--- config.mk ---
export PLATFORM = sky130hd
export DESIGN_NAME = fifo_burst_drain
export DESIGN_NICKNAME = d
export VERILOG_FILES = /design/src/rtl/fifo_burst_pkg.sv /design/src/rtl/axis_skid_reg.sv /design/src/rtl/fifo_burst_drain.sv
export SDC_FILE = /design/constraint.sdc
export NUM_CORES = 1
export LEC_CHECK = 0
export CORE_MARGIN = 1
export CORE_UTILIZATION = 40
export DETAILED_ROUTE_END_ITERATION = 8
export DONT_BUFFER_PORTS = 1
export GPL_TIMING_DRIVEN = 0
export PLACE_DENSITY = 0.55
export SLEW_MARGIN = 20
export SYNTH_ARGS = -nofsm -noshare
export SYNTH_HDL_FRONTEND = slang
export SYNTH_HIERARCHICAL = 1
export SYNTH_SLANG_ARGS = --single-unit
--- constraint.sdc ---
create_clock -name clk -period 2.2 [get_ports clk]
set_input_delay 0.44 -clock clk [delete_from_list [all_inputs] [get_ports clk]]
set_output_delay 0.44 -clock clk [all_outputs]
set_load 0.05 [all_outputs]
--- src/rtl/fifo_burst_pkg.sv ---
// Shared types and constants for the FIFO burst-drain block.
//   burst_state_t : drain FSM states (IDLE -> STREAM -> GAP -> IDLE)
//   STATS_W       : width of the optional statistics counters
package fifo_burst_pkg;

  typedef enum logic [1:0] {
    IDLE,
    STREAM,
    GAP
  } burst_state_t;

  localparam int unsigned STATS_W = 32;

endpackage

--- src/rtl/axis_skid_reg.sv ---
// Two-entry registered skid buffer for an AXIS-style valid/ready channel.
// Ports:
//   clk, rst               clock; asynchronous active-low reset
//   in_data_i/in_valid_i   upstream payload and valid
//   in_ready_o             upstream ready, driven only from a register
//   out_data_o/out_valid_o downstream payload and valid, fully registered
//   out_ready_i            downstream ready
module axis_skid_reg
  import fifo_burst_pkg::*;
#(
  parameter int unsigned WIDTH = 17
) (
  input  logic             clk,
  input  logic             rst,
  input  logic [WIDTH-1:0] in_data_i,
  input  logic             in_valid_i,
  output logic             in_ready_o,
  output logic [WIDTH-1:0] out_data_o,
  output logic             out_valid_o,
  input  logic             out_ready_i
);

  logic [WIDTH-1:0] out_data_q, out_data_d;
  logic             out_valid_q, out_valid_d;
  logic [WIDTH-1:0] spare_data_q, spare_data_d;
  logic             spare_valid_q, spare_valid_d;
  logic             in_fire;

  // Ready depends only on the spare slot, so it never follows out_ready_i combinationally.
  assign in_ready_o  = !spare_valid_q;
  assign in_fire     = in_valid_i && in_ready_o;
  assign out_data_o  = out_data_q;
  assign out_valid_o = out_valid_q;

  always_comb begin
    out_data_d    = out_data_q;
    out_valid_d   = out_valid_q;
    spare_data_d  = spare_data_q;
    spare_valid_d = spare_valid_q;
    if (!out_valid_q || out_ready_i) begin
      // Output slot frees up this cycle: refill from spare first to keep ordering.
      if (spare_valid_q) begin
        out_data_d    = spare_data_q;
        out_valid_d   = 1'b1;
        spare_valid_d = 1'b0;
      end else begin
        out_valid_d = in_fire;
        if (in_fire) begin
          out_data_d = in_data_i;
        end
      end
    end else if (in_fire) begin
      // Output stalled: park the incoming word in the spare slot.
      spare_data_d  = in_data_i;
      spare_valid_d = 1'b1;
    end
  end

  always_ff @(posedge clk or negedge rst) begin
    if (!rst) begin
      out_data_q    <= '0;
      out_valid_q   <= 1'b0;
      spare_data_q  <= '0;
      spare_valid_q <= 1'b0;
    end else begin
      out_data_q    <= out_data_d;
      out_valid_q   <= out_valid_d;
      spare_data_q  <= spare_data_d;
      spare_valid_q <= spare_valid_d;
    end
  end

endmodule

--- src/rtl/fifo_burst_drain.sv ---
// Drains fixed-length bursts from an occupancy-counting AXIS FIFO. Once fifo_count reaches
// burst_len, exactly burst_len words are forwarded with TLAST on the last one.
// Ports:
//   clk, rst                           clock; asynchronous active-low reset
//   enable                             permits new bursts to start
//   burst_len                          words per burst, sampled when a burst starts
//   fifo_count                         FIFO occupancy
//   s_axis_tdata/tvalid/tready         FIFO side
//   m_axis_tdata/tvalid/tlast/tready   burst output
//   busy                               high while streaming or in the post-burst gap
//   bursts_done, underrun_cycles       statistics, only with FIFO_BURST_STATS_EN defined
module fifo_burst_drain
  import fifo_burst_pkg::*;
#(
  parameter int unsigned WIDTH   = 16,
  parameter int unsigned LEN_W   = 16,
  parameter int unsigned COUNT_W = 32
) (
  input  logic               clk,
  input  logic               rst,
  input  logic               enable,
  input  logic [LEN_W-1:0]   burst_len,
  input  logic [COUNT_W-1:0] fifo_count,
  input  logic [WIDTH-1:0]   s_axis_tdata,
  input  logic               s_axis_tvalid,
  output logic               s_axis_tready,
  output logic [WIDTH-1:0]   m_axis_tdata,
  output logic               m_axis_tvalid,
  output logic               m_axis_tlast,
  input  logic               m_axis_tready,
`ifdef FIFO_BURST_STATS_EN
  output logic [STATS_W-1:0] bursts_done,
  output logic [STATS_W-1:0] underrun_cycles,
`endif
  output logic               busy
);

  localparam int unsigned CmpW = (LEN_W > COUNT_W) ? LEN_W : COUNT_W;

  burst_state_t     state_q, state_d;
  logic [LEN_W-1:0] remaining_q, remaining_d;
  logic [CmpW-1:0]  len_ext, cnt_ext;
  logic             start;
  logic             skid_in_ready;
  logic             s_fire;
  logic             last_word;

  // Both operands zero-extended to a common width for an unsigned compare.
  assign len_ext   = CmpW'(burst_len);
  assign cnt_ext   = CmpW'(fifo_count);
  assign start     = enable && (burst_len != '0) && (cnt_ext >= len_ext);

  assign s_axis_tready = (state_q == STREAM) && skid_in_ready;
  assign s_fire        = s_axis_tready && s_axis_tvalid;
  assign last_word     = (remaining_q == LEN_W'(1));
  assign busy          = (state_q != IDLE);

  always_comb begin
    state_d     = state_q;
    remaining_d = remaining_q;
    case (state_q)
      IDLE: begin
        if (start) begin
          remaining_d = burst_len;
          state_d     = STREAM;
        end
      end
      STREAM: begin
        if (s_fire) begin
          remaining_d = remaining_q - LEN_W'(1);
          if (last_word) begin
            state_d = GAP;
          end
        end
      end
      // One dead cycle so fifo_count catches up with the words just drained.
      GAP:     state_d = IDLE;
      default: state_d = IDLE;
    endcase
  end

  always_ff @(posedge clk or negedge rst) begin
    if (!rst) begin
      state_q     <= IDLE;
      remaining_q <= '0;
    end else begin
      state_q     <= state_d;
      remaining_q <= remaining_d;
    end
  end

  axis_skid_reg #(
    .WIDTH(WIDTH + 1)
  ) u_skid (
    .clk        (clk),
    .rst        (rst),
    .in_data_i  ({last_word, s_axis_tdata}),
    .in_valid_i (s_axis_tvalid && (state_q == STREAM)),
    .in_ready_o (skid_in_ready),
    .out_data_o ({m_axis_tlast, m_axis_tdata}),
    .out_valid_o(m_axis_tvalid),
    .out_ready_i(m_axis_tready)
  );

`ifdef FIFO_BURST_STATS_EN
  logic [STATS_W-1:0] bursts_done_q, underrun_q;

  always_ff @(posedge clk or negedge rst) begin
    if (!rst) begin
      bursts_done_q <= '0;
      underrun_q    <= '0;
    end else begin
      if (m_axis_tvalid && m_axis_tready && m_axis_tlast) begin
        bursts_done_q <= bursts_done_q + STATS_W'(1);
      end
      if ((state_q == STREAM) && s_axis_tready && !s_axis_tvalid) begin
        underrun_q <= underrun_q + STATS_W'(1);
      end
    end
  end

  assign bursts_done     = bursts_done_q;
  assign underrun_cycles = underrun_q;
`endif

endmodule

==> results.py <==
metrics = {
    "final_layout": {
        "design_area_mm2": 0.00363,
        "final_cell_mix": "dfrtp_1 (54), mux2_2 (52), inv_1 (21)",
        "nFillCells": 779,
        "regArea_mm2": 0.00135,
        "multi_input_area_mm2": 0.00178,
        "final_common_cell": "dfrtp_1",
        "drive_above_1_share_pct": 29.5,
        "area_growth_pct": 10.2,
        "final_nets": 408,
        "n_antenna_cell": 0,
    },
    "drt": {
        "drt_drc_violations_left": 0,
        "vias": 2419,
        "via_per_inst": 5.71,
        "drt_first_pass_iters": 4,
        "wirelength_mm": 7.34,
        "wl_per_cell_um": 17.3,
        "antenna_left": 0,
        "drt_iter0_drc": 100,
    },
    "cts": {
        "cts_num_sinks": 54,
        "cts_buffers": 5,
        "cts_tree": "done",
        "cts-root-buf": "clkbuf_8",
        "path_clk_slew_ns": 0.10,
        "htreeDepth": 2,
        "clock_path_buffers": 2,
        "clock_latency_ns": 0.30,
    },
    "power_and_ir_drop": {
        "total_power_mw": 3.23,
        "cellLeakagePower_nw": 1.51,
        "power_density_mw_per_mm2": 887,
        "ir_drop_mv": 0.544,
    },
    "floorplan": {
        "num_rows": 32,
        "start_util_pct": 42.0,
        "die_h_um": 92.8,
        "dieArea_mm2": 0.00861,
        "die_x_um": 92.8,
        "core_mm2": 0.00785,
        "ioPinCount": 89,
    },
    "timing": {
        "post-route-min-period_ns": 2.05,
        "worst_pin_slew_ns": 0.553,
        "max_freq_ghz": 0.488,
        "relSlewSlack_pct": 63.2,
        "setup_viol": 0,
        "fin_crit_sh_pct": 93.1,
        "rsz0062_at_grt": "no",
        "maxSlewViolCount": 0,
        "fin_skew_ns": 0.00511,
        "totalNegativeSetupSlack_ns": 0,
        "finalHoldViolCount": 0,
    },
    "placed_design": {
        "post_dp_cell_area_mm2": 0.00342,
        "hpwl_mm": 5.50,
        "port_buffers": 0,
        "globalplace.congestion": 0.863,
    },
    "grt": {
        "grtUsageTotal_pct": 18.4,
        "grt_first_pass_wirelength_mm": 12.5,
        "grt_overflow": 0,
        "grt_start_max_net_pins": 55,
        "grt_pass1_vias": 2436,
        "antenna_found_initial": 0,
    },
    "logic_synthesis": {
        "synth-seq-cells": 54,
        "syn_inst": 306,
        "synth_cell_types": 55,
        "synth.avg_cell_area_um2": 10.8,
        "yosys_warnings": 6,
        "ys_seq_area_share_pct": 41.0,
        "synth.cell_area_mm2": 0.00330,
        "postSynthNetCount": 393,
    },
    "critical_path": {
        "critPathMaxFanout": 4,
        "cp_data_arrival_time_ns": 2.22,
        "critPathRequiredTime_ns": 2.37,
        "worstSetupEndpointType": "register",
        "crit_type": "reg -> reg",
        "cp-start-kind": "register",
    },
    "status": {
        "status": "finished, final reports clean",
    },
    "job": {
        "maxCapViolCount": 0,
    },
    "worst_hold_path": {
        "hold_path.class": "in -> reg",
    },
}
-- area by class of cell --
class / count / area share [%]
tap: 102 / 3.51
clock inverter: 2 / 0.448
buffer: 12 / 2.96
multi-input combinational: 218 / 49.0
clock buffer: 6 / 2.27
inverter: 21 / 2.17
timing repair buffer: 9 / 2.48
sequential: 54 / 37.2
-- stage by stage --
stage	hold WS [ns]	util, %	setup slack (ns)	std cells
2_1_floorplan	0.144	-	0.0748	306
4_1_cts	0.263	45.5	0.0740	419
3_5_place_dp	0.146	43.6	-0.345	408
3_3_place_gp	0.145	43.6	-0.353	408
5_1_grt	0.254	46.3	0.0167	424
6_report	0.277	46.3	0.153	424
-- state kept, by name, indices dropped and copies added, names as in the netlist --
register              cells
u_skid/out_data_o        17
u_skid/spare_data_q      17
remaining_q              16
state_q                   2
u_skid/out_valid_o        1
u_skid/spare_valid_q      1
-- path summary, 6_finish.rpt --
kind	slack [ns]	endpoint	depth (start not counted)	start
setup / recovery	0.15	remaining_q[8]	6	remaining_q[0]
hold / removal	0.28	u_skid/spare_data_q[5]	1	s_axis_tdata[5]
setup reg to reg	0.15	remaining_q[8]	6	remaining_q[0]
hold reg to reg	0.51	u_skid/spare_data_q[2]	1	u_skid/spare_data_q[2]
max in group asynchronous	1.33	remaining_q[6]	2	rst
min in group asynchronous	0.63	u_skid/out_data_o[8]	2	rst
-- worst max-delay path, stage by stage (launching register included) --
cell,delay (ns)
dfrtp_1,0.41
inv_1,0.08
ha_1,0.18
or3b_4,0.41
or3_4,0.39
o311ai_0,0.28
o221ai_1,0.16
-- per-layer routing --
metal  share of wire (%)  global-route usage (%)  vias up
met4                0.33                    3.46        0
met1                  47                    26.7     1212
met2                  48                    28.3       43
met3                 5.0                    3.86        2
met5                   0                       0        -
li1                    -                       -     1162
-- power breakdown --
group | leakage (nW) | internal, mW | switching (mW) | total, mW
sequential | 0.621 | 1.26 | 0.555 | 1.81
clock | 0.0478 | 0.260 | 0.335 | 0.595
combinational | 0.844 | 0.455 | 0.365 | 0.820
-- logic make-up after synthesis --
| group | share of synthesized area [%] |
|---|---|
| AO/OA/AOI/OAI | 12.0 |
| multiplexers | 18.1 |
| buffers and inverters | 5.77 |
| flip-flops | 41.0 |
| XOR/XNOR | 0.266 |
| adder cells (fa/ha/maj) | 6.83 |
| AND/OR/NAND/NOR | 16.1 |
-- what timing repair did --
action | 4_1_cts | 5_1_grt
cloned | 0 | 0
hold buffers | 2 | 0
setup endpoints to repair | 35 | 7
pin swaps | 0 | 1
hold endpoints to repair | 54 | 0
gates resized for setup | 1 | 4
buffers inserted | 2 | 5
-- cell usage after synthesis, drive strengths merged --
cell / n / area share (%)
clkbuf: 6 / 1.3
nand4: 6 / 1.3
nor2b: 2 / 0.46
o21ai: 2 / 0.30
nand2: 19 / 2.2
or3b: 1 / 0.34
nor4: 11 / 2.1
nor3: 8 / 1.5
nor2: 16 / 1.9
and2: 3 / 0.57
mux2: 52 / 18
or3: 3 / 0.76
o211a: 1 / 0.30
a211oi: 1 / 0.23
a311oi: 1 / 0.27
inv: 21 / 2.4
o21bai: 1 / 0.23
a211o: 1 / 0.27
a21o: 1 / 0.23
and4: 1 / 0.30
dfrtp: 54 / 41
o221a: 1 / 0.34
xor2: 1 / 0.27
and3: 2 / 0.42
nand3b: 2 / 0.46
o221ai: 10 / 2.7
mux2i: 1 / 0.30
a31oi: 3 / 0.57
nand2b: 3 / 0.80
o211ai: 9 / 2.0
buf: 7 / 2.1
nor3b: 2 / 0.80
a21oi: 17 / 2.9
o311ai: 3 / 0.80
ha: 18 / 6.8
or4: 1 / 0.23
nand3: 10 / 1.5
a22oi: 2 / 0.46
and2b: 1 / 0.27
or2b: 1 / 0.23
a2111o: 1 / 0.34
No activity file was read; power rests on OpenSTA's default activity.
